===== config.mk =====
export PLATFORM = sky130hd
export DESIGN_NAME = branch_unit
export DESIGN_NICKNAME = d
export VERILOG_FILES = /design/src/rtl/branch_unit.sv
export SDC_FILE = /design/constraint.sdc
export NUM_CORES = 1
export LEC_CHECK = 0
export ABC_CLOCK_PERIOD_IN_PS = 4200
export CORE_UTILIZATION = 40
export DETAILED_ROUTE_END_ITERATION = 6
export PLACE_DENSITY = 0.66
export SLEW_MARGIN = 5
export SYNTH_ARGS = -nofsm -noshare
export SYNTH_HDL_FRONTEND = slang
export SYNTH_SLANG_ARGS = --single-unit

===== constraint.sdc =====
create_clock -name i_clk -period 4.2 [get_ports i_clk]
set_input_delay 0.63 -clock i_clk [delete_from_list [all_inputs] [get_ports i_clk]]
set_output_delay 0.63 -clock i_clk [all_outputs]
set_load 0.01 [all_outputs]

===== src/rtl/branch_unit.sv =====
// Branch execution unit: resolves direction/target for b, bc, bclr, bcctr, bctar and owns LR/CTR/TAR.
// Define BRANCH_TAR_EN to include the TAR register and bctar; otherwise bctar is illegal and o_tar reads 0.
module branch_unit #(
  parameter int XLEN = 64
) (
  input  logic            i_clk,
  input  logic            i_rst,
  input  logic            i_en,
  input  logic [31:0]     i_instr,
  input  logic            i_i_form,
  input  logic            i_b_form,
  input  logic            i_cond_LR,
  input  logic            i_cond_CTR,
  input  logic            i_cond_TAR,
  input  logic [XLEN-1:0] i_cia,
  input  logic [31:0]     i_cr,
  input  logic            i_spr_we,
  input  logic [1:0]      i_spr_sel,
  input  logic [XLEN-1:0] i_spr_wdata,
  output logic            o_ready,
  output logic            o_valid,
  output logic            o_taken,
  output logic            o_illegal,
  output logic [XLEN-1:0] o_nia,
  output logic [XLEN-1:0] o_lr,
  output logic [XLEN-1:0] o_ctr,
  output logic [XLEN-1:0] o_tar
);
  localparam logic [XLEN-1:0] ZERO_C = {XLEN{1'b0}};
  localparam logic [XLEN-1:0] ONE_C  = {{(XLEN-1){1'b0}}, 1'b1};
  localparam logic [XLEN-1:0] FOUR_C = {{(XLEN-3){1'b0}}, 3'd4};

  typedef enum logic [0:0] {ST_IDLE = 1'b0, ST_EXEC = 1'b1} state_t;

  state_t            state_r, state_next_s;
  logic              ready_s, accept_s, exec_s;
  logic [25:0]       instr_r;
  logic [4:0]        flags_r;
  logic [XLEN-1:0]   cia_r;
  logic [31:0]       cr_r;
  logic              valid_r, taken_r, illegal_r;
  logic [XLEN-1:0]   nia_r, lr_r, ctr_r, tar_val_s;
  logic [4:0]        bo_s, bi_s;
  logic              cr_bit_s, ctr_ok_s, cond_ok_s;
  logic              taken_s, illegal_s, lr_upd_s, ctr_upd_s;
  logic [XLEN-1:0]   disp_i_s, disp_b_s, cia_plus4_s, ctr_cand_s, target_s, nia_s;

  assign accept_s = i_en & ready_s;
  assign exec_s   = (state_r == ST_EXEC);

  // State register
  always_ff @(posedge i_clk) begin
    if (i_rst) state_r <= ST_IDLE;
    else       state_r <= state_next_s;
  end

  // Next-state logic: EXEC always lasts exactly one cycle
  always_comb begin
    state_next_s = state_r;
    case (state_r)
      ST_IDLE: state_next_s = accept_s ? ST_EXEC : ST_IDLE;
      ST_EXEC: state_next_s = ST_IDLE;
      default: state_next_s = ST_IDLE;
    endcase
  end

  // FSM outputs
  always_comb begin
    ready_s = 1'b0;
    case (state_r)
      ST_IDLE: ready_s = 1'b1;
      ST_EXEC: ready_s = 1'b0;
      default: ready_s = 1'b0;
    endcase
  end

  // Operand capture on accept
  always_ff @(posedge i_clk) begin
    if (i_rst) begin
      instr_r <= 26'd0;
      flags_r <= 5'd0;
      cia_r   <= ZERO_C;
      cr_r    <= 32'd0;
    end else if (accept_s) begin
      instr_r <= i_instr[25:0];
      flags_r <= {i_i_form, i_b_form, i_cond_LR, i_cond_CTR, i_cond_TAR};
      cia_r   <= i_cia;
      cr_r    <= i_cr;
    end else begin
      instr_r <= instr_r;
      flags_r <= flags_r;
      cia_r   <= cia_r;
      cr_r    <= cr_r;
    end
  end

  // BO is stored MSB-first, so Power bit BO_n lives at bo_s[4-n]
  assign bo_s        = instr_r[25:21];
  assign bi_s        = instr_r[20:16];
  assign cr_bit_s    = cr_r[5'd31 - bi_s];
  assign disp_i_s    = {{(XLEN-26){instr_r[25]}}, instr_r[25:2], 2'b00};
  assign disp_b_s    = {{(XLEN-16){instr_r[15]}}, instr_r[15:2], 2'b00};
  assign cia_plus4_s = cia_r + FOUR_C;
  assign ctr_cand_s  = bo_s[2] ? ctr_r : (ctr_r - ONE_C);
  assign ctr_ok_s    = bo_s[2] | ((ctr_cand_s != ZERO_C) ^ bo_s[1]);
  assign cond_ok_s   = bo_s[4] | (cr_bit_s == bo_s[3]);

  // Direction, target and register-update resolution
  always_comb begin
    taken_s   = 1'b0;
    target_s  = ZERO_C;
    illegal_s = !$onehot(flags_r) | (flags_r[1] & !bo_s[2]);
`ifndef BRANCH_TAR_EN
    illegal_s = illegal_s | flags_r[0];
`endif
    if (illegal_s) begin
      taken_s  = 1'b0;
      target_s = ZERO_C;
    end else if (flags_r[4]) begin
      taken_s  = 1'b1;
      target_s = instr_r[1] ? disp_i_s : (cia_r + disp_i_s);
    end else if (flags_r[3]) begin
      taken_s  = ctr_ok_s & cond_ok_s;
      target_s = instr_r[1] ? disp_b_s : (cia_r + disp_b_s);
    end else if (flags_r[2]) begin
      taken_s  = ctr_ok_s & cond_ok_s;
      target_s = {lr_r[XLEN-1:2], 2'b00};
    end else if (flags_r[1]) begin
      taken_s  = cond_ok_s;
      target_s = {ctr_r[XLEN-1:2], 2'b00};
    end else begin
      taken_s  = ctr_ok_s & cond_ok_s;
      target_s = {tar_val_s[XLEN-1:2], 2'b00};
    end
    nia_s     = taken_s ? target_s : cia_plus4_s;
    lr_upd_s  = !illegal_s & instr_r[0];
    ctr_upd_s = !illegal_s & !flags_r[4] & !bo_s[2];
  end

  // Result registers; o_valid pulses for the single cycle after EXEC
  always_ff @(posedge i_clk) begin
    if (i_rst) begin
      valid_r   <= 1'b0;
      taken_r   <= 1'b0;
      illegal_r <= 1'b0;
      nia_r     <= ZERO_C;
    end else if (exec_s) begin
      valid_r   <= 1'b1;
      taken_r   <= taken_s;
      illegal_r <= illegal_s;
      nia_r     <= nia_s;
    end else begin
      valid_r   <= 1'b0;
      taken_r   <= taken_r;
      illegal_r <= illegal_r;
      nia_r     <= nia_r;
    end
  end

  // LR and CTR: a branch update beats a same-cycle SPR write
  always_ff @(posedge i_clk) begin
    if (i_rst) begin
      lr_r  <= ZERO_C;
      ctr_r <= ZERO_C;
    end else begin
      if (exec_s && lr_upd_s)                      lr_r <= cia_plus4_s;
      else if (i_spr_we && (i_spr_sel == 2'd0))    lr_r <= i_spr_wdata;
      else                                          lr_r <= lr_r;
      if (exec_s && ctr_upd_s)                     ctr_r <= ctr_cand_s;
      else if (i_spr_we && (i_spr_sel == 2'd1))    ctr_r <= i_spr_wdata;
      else                                          ctr_r <= ctr_r;
    end
  end

`ifdef BRANCH_TAR_EN
  logic [XLEN-1:0] tar_r;
  // TAR is only ever written through the SPR port
  always_ff @(posedge i_clk) begin
    if (i_rst)                                   tar_r <= ZERO_C;
    else if (i_spr_we && (i_spr_sel == 2'd2))    tar_r <= i_spr_wdata;
    else                                          tar_r <= tar_r;
  end
  assign tar_val_s = tar_r;
`else
  assign tar_val_s = ZERO_C;
`endif

  assign o_ready   = ready_s;
  assign o_valid   = valid_r;
  assign o_taken   = taken_r;
  assign o_illegal = illegal_r;
  assign o_nia     = nia_r;
  assign o_lr      = lr_r;
  assign o_ctr     = ctr_r;
  assign o_tar     = tar_val_s;
endmodule


# After elaboration in Yosys (flattened, before gate mapping)
# Index checks and enable logic that the tools add are counted.
# W data, S select, Z words.
dict set report totals {
  regBits 323
  output_inout_bits 260
  word_cells 72
}
dict set report op_classes {
  n_addsub 9
  magnitude_cmp 1
  eq_ne 3
  mux 24
  bitwise_logic 12
  n_reduce_logical 12
}
# operator n
set op_table {}
lappend op_table {{$mux W64} 13}
lappend op_table {{$add A64 B64 Y64} 2}
lappend op_table {{$add A64 B3 Y64 const B} 1}
lappend op_table {{$reduce_bool A64 Y1} 1}
lappend op_table {{$sub A64 B1 Y64 const B} 1}
lappend op_table {{$mux W1} 8}
lappend op_table {{$and A1 B1 Y1} 6}
lappend op_table {{$lt A5 B6 Y1 const B} 1}
lappend op_table {{$bmux W1 S5} 1}
lappend op_table {{$sub A5 B5 Y5 const A} 1}
lappend op_table {{$add A1 B1 Y2} 2}
lappend op_table {{$logic_and A1 B1 Y1} 4}
lappend op_table {{$logic_not A1 Y1} 4}
lappend op_table {{$or A1 B1 Y1} 4}
lappend op_table {{$pmux W1 S2} 2}
lappend op_table {{$reduce_bool A2 Y1} 2}
lappend op_table {{$add A2 B2 Y3} 1}
lappend op_table {{$add A3 B1 Y3} 1}
lappend op_table {{$eq A3 B1 Y1 const B} 1}
lappend op_table {{$eq A2 B1 Y1 const B} 1}
lappend op_table {{$logic_not A2 Y1} 1}
lappend op_table {{$eq A1 B1 Y1} 1}
lappend op_table {{$not A1 Y1} 1}
lappend op_table {{$xor A1 B1 Y1} 1}

# Logic depth before layout (Yosys ltp)
dict set report depth {
  depth_word 12
  depth_mapped 17
}

# Least setup slack after synthesis
# Ideal clock, no wire load.
dict set report synth_path {
  path_kind {register to register}
  from {register instr_r[15]}
  to {register nia_r[62] (netlist: o_nia[62])}
  t_arrival_ps 4515
  t_required_ps 4080
  setup_slack_ps -435
  path_stages_with_launch 15
  period_less_slack_ps 4635
  cell_sequence {dfxtp_1 -> ha_1 -> clkbuf_1 -> nand2_1 -> o21bai_1 -> or4_1 -> o2111ai_1 -> nand2_1 -> o31ai_1 -> a31oi_1 -> o41ai_1 -> o41ai_1 -> mux2_2 -> o2111ai_1 -> nand2_1}
}
dict set report synth_between {
  elab_chain_len 6
  elab_cells_between_ends 8
  classes_between {add/sub (2); mux (6)}
}
# element line
set synth_rtl {}
lappend synth_rtl {{start: declaration} 37} ;# logic [25:0] instr_r;
lappend synth_rtl {{start signal: assignment} 85} ;# instr_r <= i_instr[25:0];
lappend synth_rtl {{start signal: assignment} 90} ;# instr_r <= instr_r;
lappend synth_rtl {{$add A64 B64 Y64} 124} ;# target_s = instr_r[1] ? disp_b_s : (cia_r + disp_b_s);
lappend synth_rtl {{$mux W64} 124}
lappend synth_rtl {{$mux W64} 122} ;# end else if (flags_r[3]) begin
lappend synth_rtl {{$mux W64 *} 119} ;# end else if (flags_r[4]) begin
lappend synth_rtl {{$mux W64 *} 116} ;# if (illegal_s) begin
lappend synth_rtl {{$mux W64 *} 135} ;# nia_s = taken_s ? target_s : cia_plus4_s;
lappend synth_rtl {{end signal: assignment} 151} ;# nia_r <= nia_s;
lappend synth_rtl {{end signal: assignment} 156} ;# nia_r <= nia_r;
lappend synth_rtl {{end: declaration} 42} ;# logic [XLEN-1:0] nia_r, lr_r, ctr_r, tar_val_s;
# Mark *: on every way between the ends. The rest lies on a longest branch, timed or not.
# A chain may end at the register's enable or synchronous reset.

# Worst setup path in the final report
dict set report layout_path {
  from {register ctr_r[12] (netlist: o_ctr[12])}
  to {register nia_r[20] (netlist: o_nia[20])}
}
dict set report layout_between {
  elab_chain_len 12
}
# element line
set layout_rtl {}
lappend layout_rtl {{start: declaration} 42}
lappend layout_rtl {{start signal: assignment} 169} ;# if (exec_s && ctr_upd_s) ctr_r <= ctr_cand_s;
lappend layout_rtl {{start signal: assignment} 170} ;# else if (i_spr_we && (i_spr_sel == 2'd1)) ctr_r <= i_spr_wdata;
lappend layout_rtl {{start signal: assignment} 171} ;# else ctr_r <= ctr_r;
lappend layout_rtl {{$sub A64 B1 Y64} 104} ;# assign ctr_cand_s = bo_s[2] ? ctr_r : (ctr_r - ONE_C);
lappend layout_rtl {{$mux W64 *} 104}
lappend layout_rtl {{$reduce_bool A64 Y1 *} 105} ;# assign ctr_ok_s = bo_s[2] | ((ctr_cand_s != ZERO_C) ^ bo_s[1]);
lappend layout_rtl {{$xor A1 B1 Y1 *} 105}
lappend layout_rtl {{$or A1 B1 Y1 *} 105}
lappend layout_rtl {{$and A1 B1 Y1 *} {123, 126, 132}}
lappend layout_rtl {{$mux W1} 128} ;# end else if (flags_r[1]) begin
lappend layout_rtl {{$mux W1} 125} ;# end else if (flags_r[2]) begin
lappend layout_rtl {{$mux W1 *} 122}
lappend layout_rtl {{$mux W1 *} 119}
lappend layout_rtl {{$mux W1 *} 116}
lappend layout_rtl {{$mux W64 *} 135}
# Marked as above.

==> run_results.csv <==
group,metric,value,unit
timing,worst_pin_slew,1.226,ns
die,die_w,249.6,µm
min_path,min_to,"o_taken$_SDFFE_PP0P_",
timing,setup_tns,0,ns
yosys,synth.yosys.seq_area_share,26.38,%
pwr,power,10.12,mW
min_path,min_from,"o_taken$_SDFFE_PP0P_",
detailed_routing,detail-route-antenna-nets,0,
die,io_pins,463,
clocking,cts_buffers,39,
timing,finalHoldViolCount,0,
die,chipHeight,249.6,µm
yosys,synth_warnings,0,
timing,fin_hold_ws,0.4506,ns
layout,layout_common_cells,"nand2_1 (483), clkdlybuf4s50_1 (391), a21oi_1 (329)",
global_route,gr-total-overflow,0,
timing,finalMaxSlewViolations,0,
die,rows,90,
timing,setup_ws,0.1460,ns
placed_design,dp.cells,4547,
critical_path,critPathMaxFanout,17,
layout,utilization,53.21,%
die,start_util,40.54,%
placed_design,port_buffers,392,
critical_path,reg2reg_slack,0.15,ns
detailed_routing,wire_per_inst,23.47,µm
global_route,grt_max_degree,147,
die,dieArea,62280,µm²
yosys,synth_edf_count,0,
clocking,clock_latency,0.58,ns
critical_path,r2r-start,"o_ctr[12]$_SDFFE_PP0P_",
placed_design,place.gp.congestion,1.043,
detailed_routing,wl,108.6,mm
critical_path,worstPathArrival,4.54,ns
min_path,min_path_cells,2,
placed_design,hpwl,85.20,mm
detailed_routing,dr.pass1.iters,6,
pwr,leakage,12.70,nW
min_path,hp-class,"flip-flop to flip-flop",
job,cap_violations,0,
global_route,grt_pass1_vias,25001,
die,core-area,60470,µm²
critical_path,cp.required,4.68,ns
layout,syn2layout_area_growth,31.27,%
yosys,postSynthAreaPerCell,7.330,µm²
global_route,grt_pass1_wl,159.0,mm
yosys,syn_area,24510,µm²
global_route,antenna_found_initial,3,
layout,final_common_cell,"nand2_1",
timing,slew_headroom,18.06,%
yosys,synth_top_flop_cell,"dfxtp_1",
yosys,synth_cell_type_count,85,
clocking,h-tree-depth,2,
timing,fin_crit_sh,96.52,%
critical_path,worst_setup_path_start_kind,"flip-flop",
timing,rsz0062_at_grt,"yes",
layout,instances_no_fill,4626,
timing,fmax,246.7,MHz
timing,skew,0.01792,ns
critical_path,startpoint,"o_ctr[12]$_SDFFE_PP0P_",
timing,post-route-min-period,4.054,ns
yosys,async_flop_share,0,%
clocking,cts.sinks,323,
clocking,path_clk_slew,0.06,ns
layout,drive_above_1_share,11.37,%
critical_path,worstReg2RegEnd,"o_nia[20]$_SDFFE_PP0P_",
layout,nNetsFinal,4134,
global_route,grt_usage,33.23,%
placed_design,preCtsSetupSlack,-0.5275,ns
layout,diodes,0,
critical_path,end_kind,"flip-flop",
critical_path,worstSetupPathType,"flip-flop to flip-flop",
detailed_routing,num_vias,27969,
clocking,cts_root_buf,"clkbuf_16",
status,status,"complete, no violations",
yosys,ys_seq_elements,323,
pwr,p_per_area,314.6,nW/µm²
detailed_routing,via_per_inst,6.046,
pwr,ir_drop,0.0002254,V
detailed_routing,drc_errors,0,
placed_design,placed_area,30550,µm²
timing,setup_viol_count_final,0,
clocking,cts_tree,"yes",
detailed_routing,drt_iter0_markers,3649,
clocking,cts_buffer_depth,3,
critical_path,r2r_cells,14,
yosys,synthCells,3344,
layout,finish.instance_area,32180,µm²
## registers in the layout, indices dropped and copies added (netlist names)
signal and flops:
flags_r 5, o_lr 64, o_valid 1, instr_r 26, o_illegal 1, o_taken 1, cr_r 32, cia_r 64
o_nia 64, exec_s 1, o_ctr 64
## logic make-up (layout without fill, tap and decap cells)
| group | Yosys count | in the layout | synth area share [%] |
|---|---|---|---|
| adders and majority gates | 114 | 114 | 5.911 |
| other | 1 | 64 | 0.01530 |
| DFF | 323 | 323 | 26.38 |
| buffers and inverters | 370 | 807 | 6.712 |
| AOI/OAI and AO/OA | 1088 | 1088 | 28.71 |
| and+or+nand+nor | 1207 | 1207 | 22.80 |
| muxes | 64 | 64 | 3.149 |
| xor gates and xnor gates | 177 | 177 | 6.324 |
## layout make-up
class	count	area [µm²]
clock buffer	60	1197
clock inverter	8	86.33
fill	5931	28290
inverter	54	202.7
multi-input combinational	2714	16890
sequential	323	6475
tap	782	978.4
timing repair buffer	685	6351
## cells in the mapped netlist, types with 81 or more instances
master	count	area (µm²)
nand2_1	487	1828
xnor2_1	96	840.8
a21oi_1	329	1647
ha_1	111	1389
o21ai_0	224	1121
a211oi_1	130	975.9
nor3_1	89	445.4
nand3_1	90	450.4
xor2_1	81	709.4
clkbuf_1	226	848.3
nor2_1	265	994.7
dfxtp_1	323	6466
## worst max path at each step
stage | slack, ns | depth (start not counted) | to
2_1_floorplan | 0.08 | 14 | o_nia[62]$_SDFFE_PP0P_
3_3_place_gp | -0.48 | 14 | o_nia[62]$_SDFFE_PP0P_
3_5_place_dp | -0.53 | 14 | o_nia[62]$_SDFFE_PP0P_
4_1_cts | 0.02 | 15 | o_nia[39]$_SDFFE_PP0P_
5_1_grt | -0.02 | 16 | o_nia[16]$_SDFFE_PP0P_
6_report | 0.15 | 14 | o_nia[20]$_SDFFE_PP0P_
## worst max-delay path, stage by stage, from the launching register on
cell,delay [ns]
dfxtp_1,0.35
or4_4,0.53
nand4b_1,0.31
nor3_2,0.26
buf_6,0.16
and3_4,0.20
xnor2_2,0.14
nand4_1,0.12
or4_4,0.56
o41ai_4,0.44
nor2_4,0.13
buf_8,0.16
buf_8,0.15
or2_0,0.21
a311oi_1,0.23
## report_power, final
group,switching (mW),leakage (nW),internal (mW)
sequential,0.193,2.64,3.23
clock,1.43,0.637,2.03
combinational,1.86,9.42,1.38
## timing repair
action                     CTS  global route
setup endpoints to repair   60            68
buffers inserted             0            10
pin swaps                    3            16
hold buffers                 0             0
gates resized for setup      8            43
hold endpoints to repair     0             0
gates cloned                 0             1
## layer usage
metal | wire, µm | up-vias | global-route usage, %
met5 | 25 | - | 0
met4 | 3086 | 4 | 8.254
met3 | 11640 | 179 | 6.446
met2 | 45550 | 1501 | 49.18
met1 | 48280 | 13224 | 48.84
li1 | - | 13061 | -
Power figures use the tool's default switching activity.
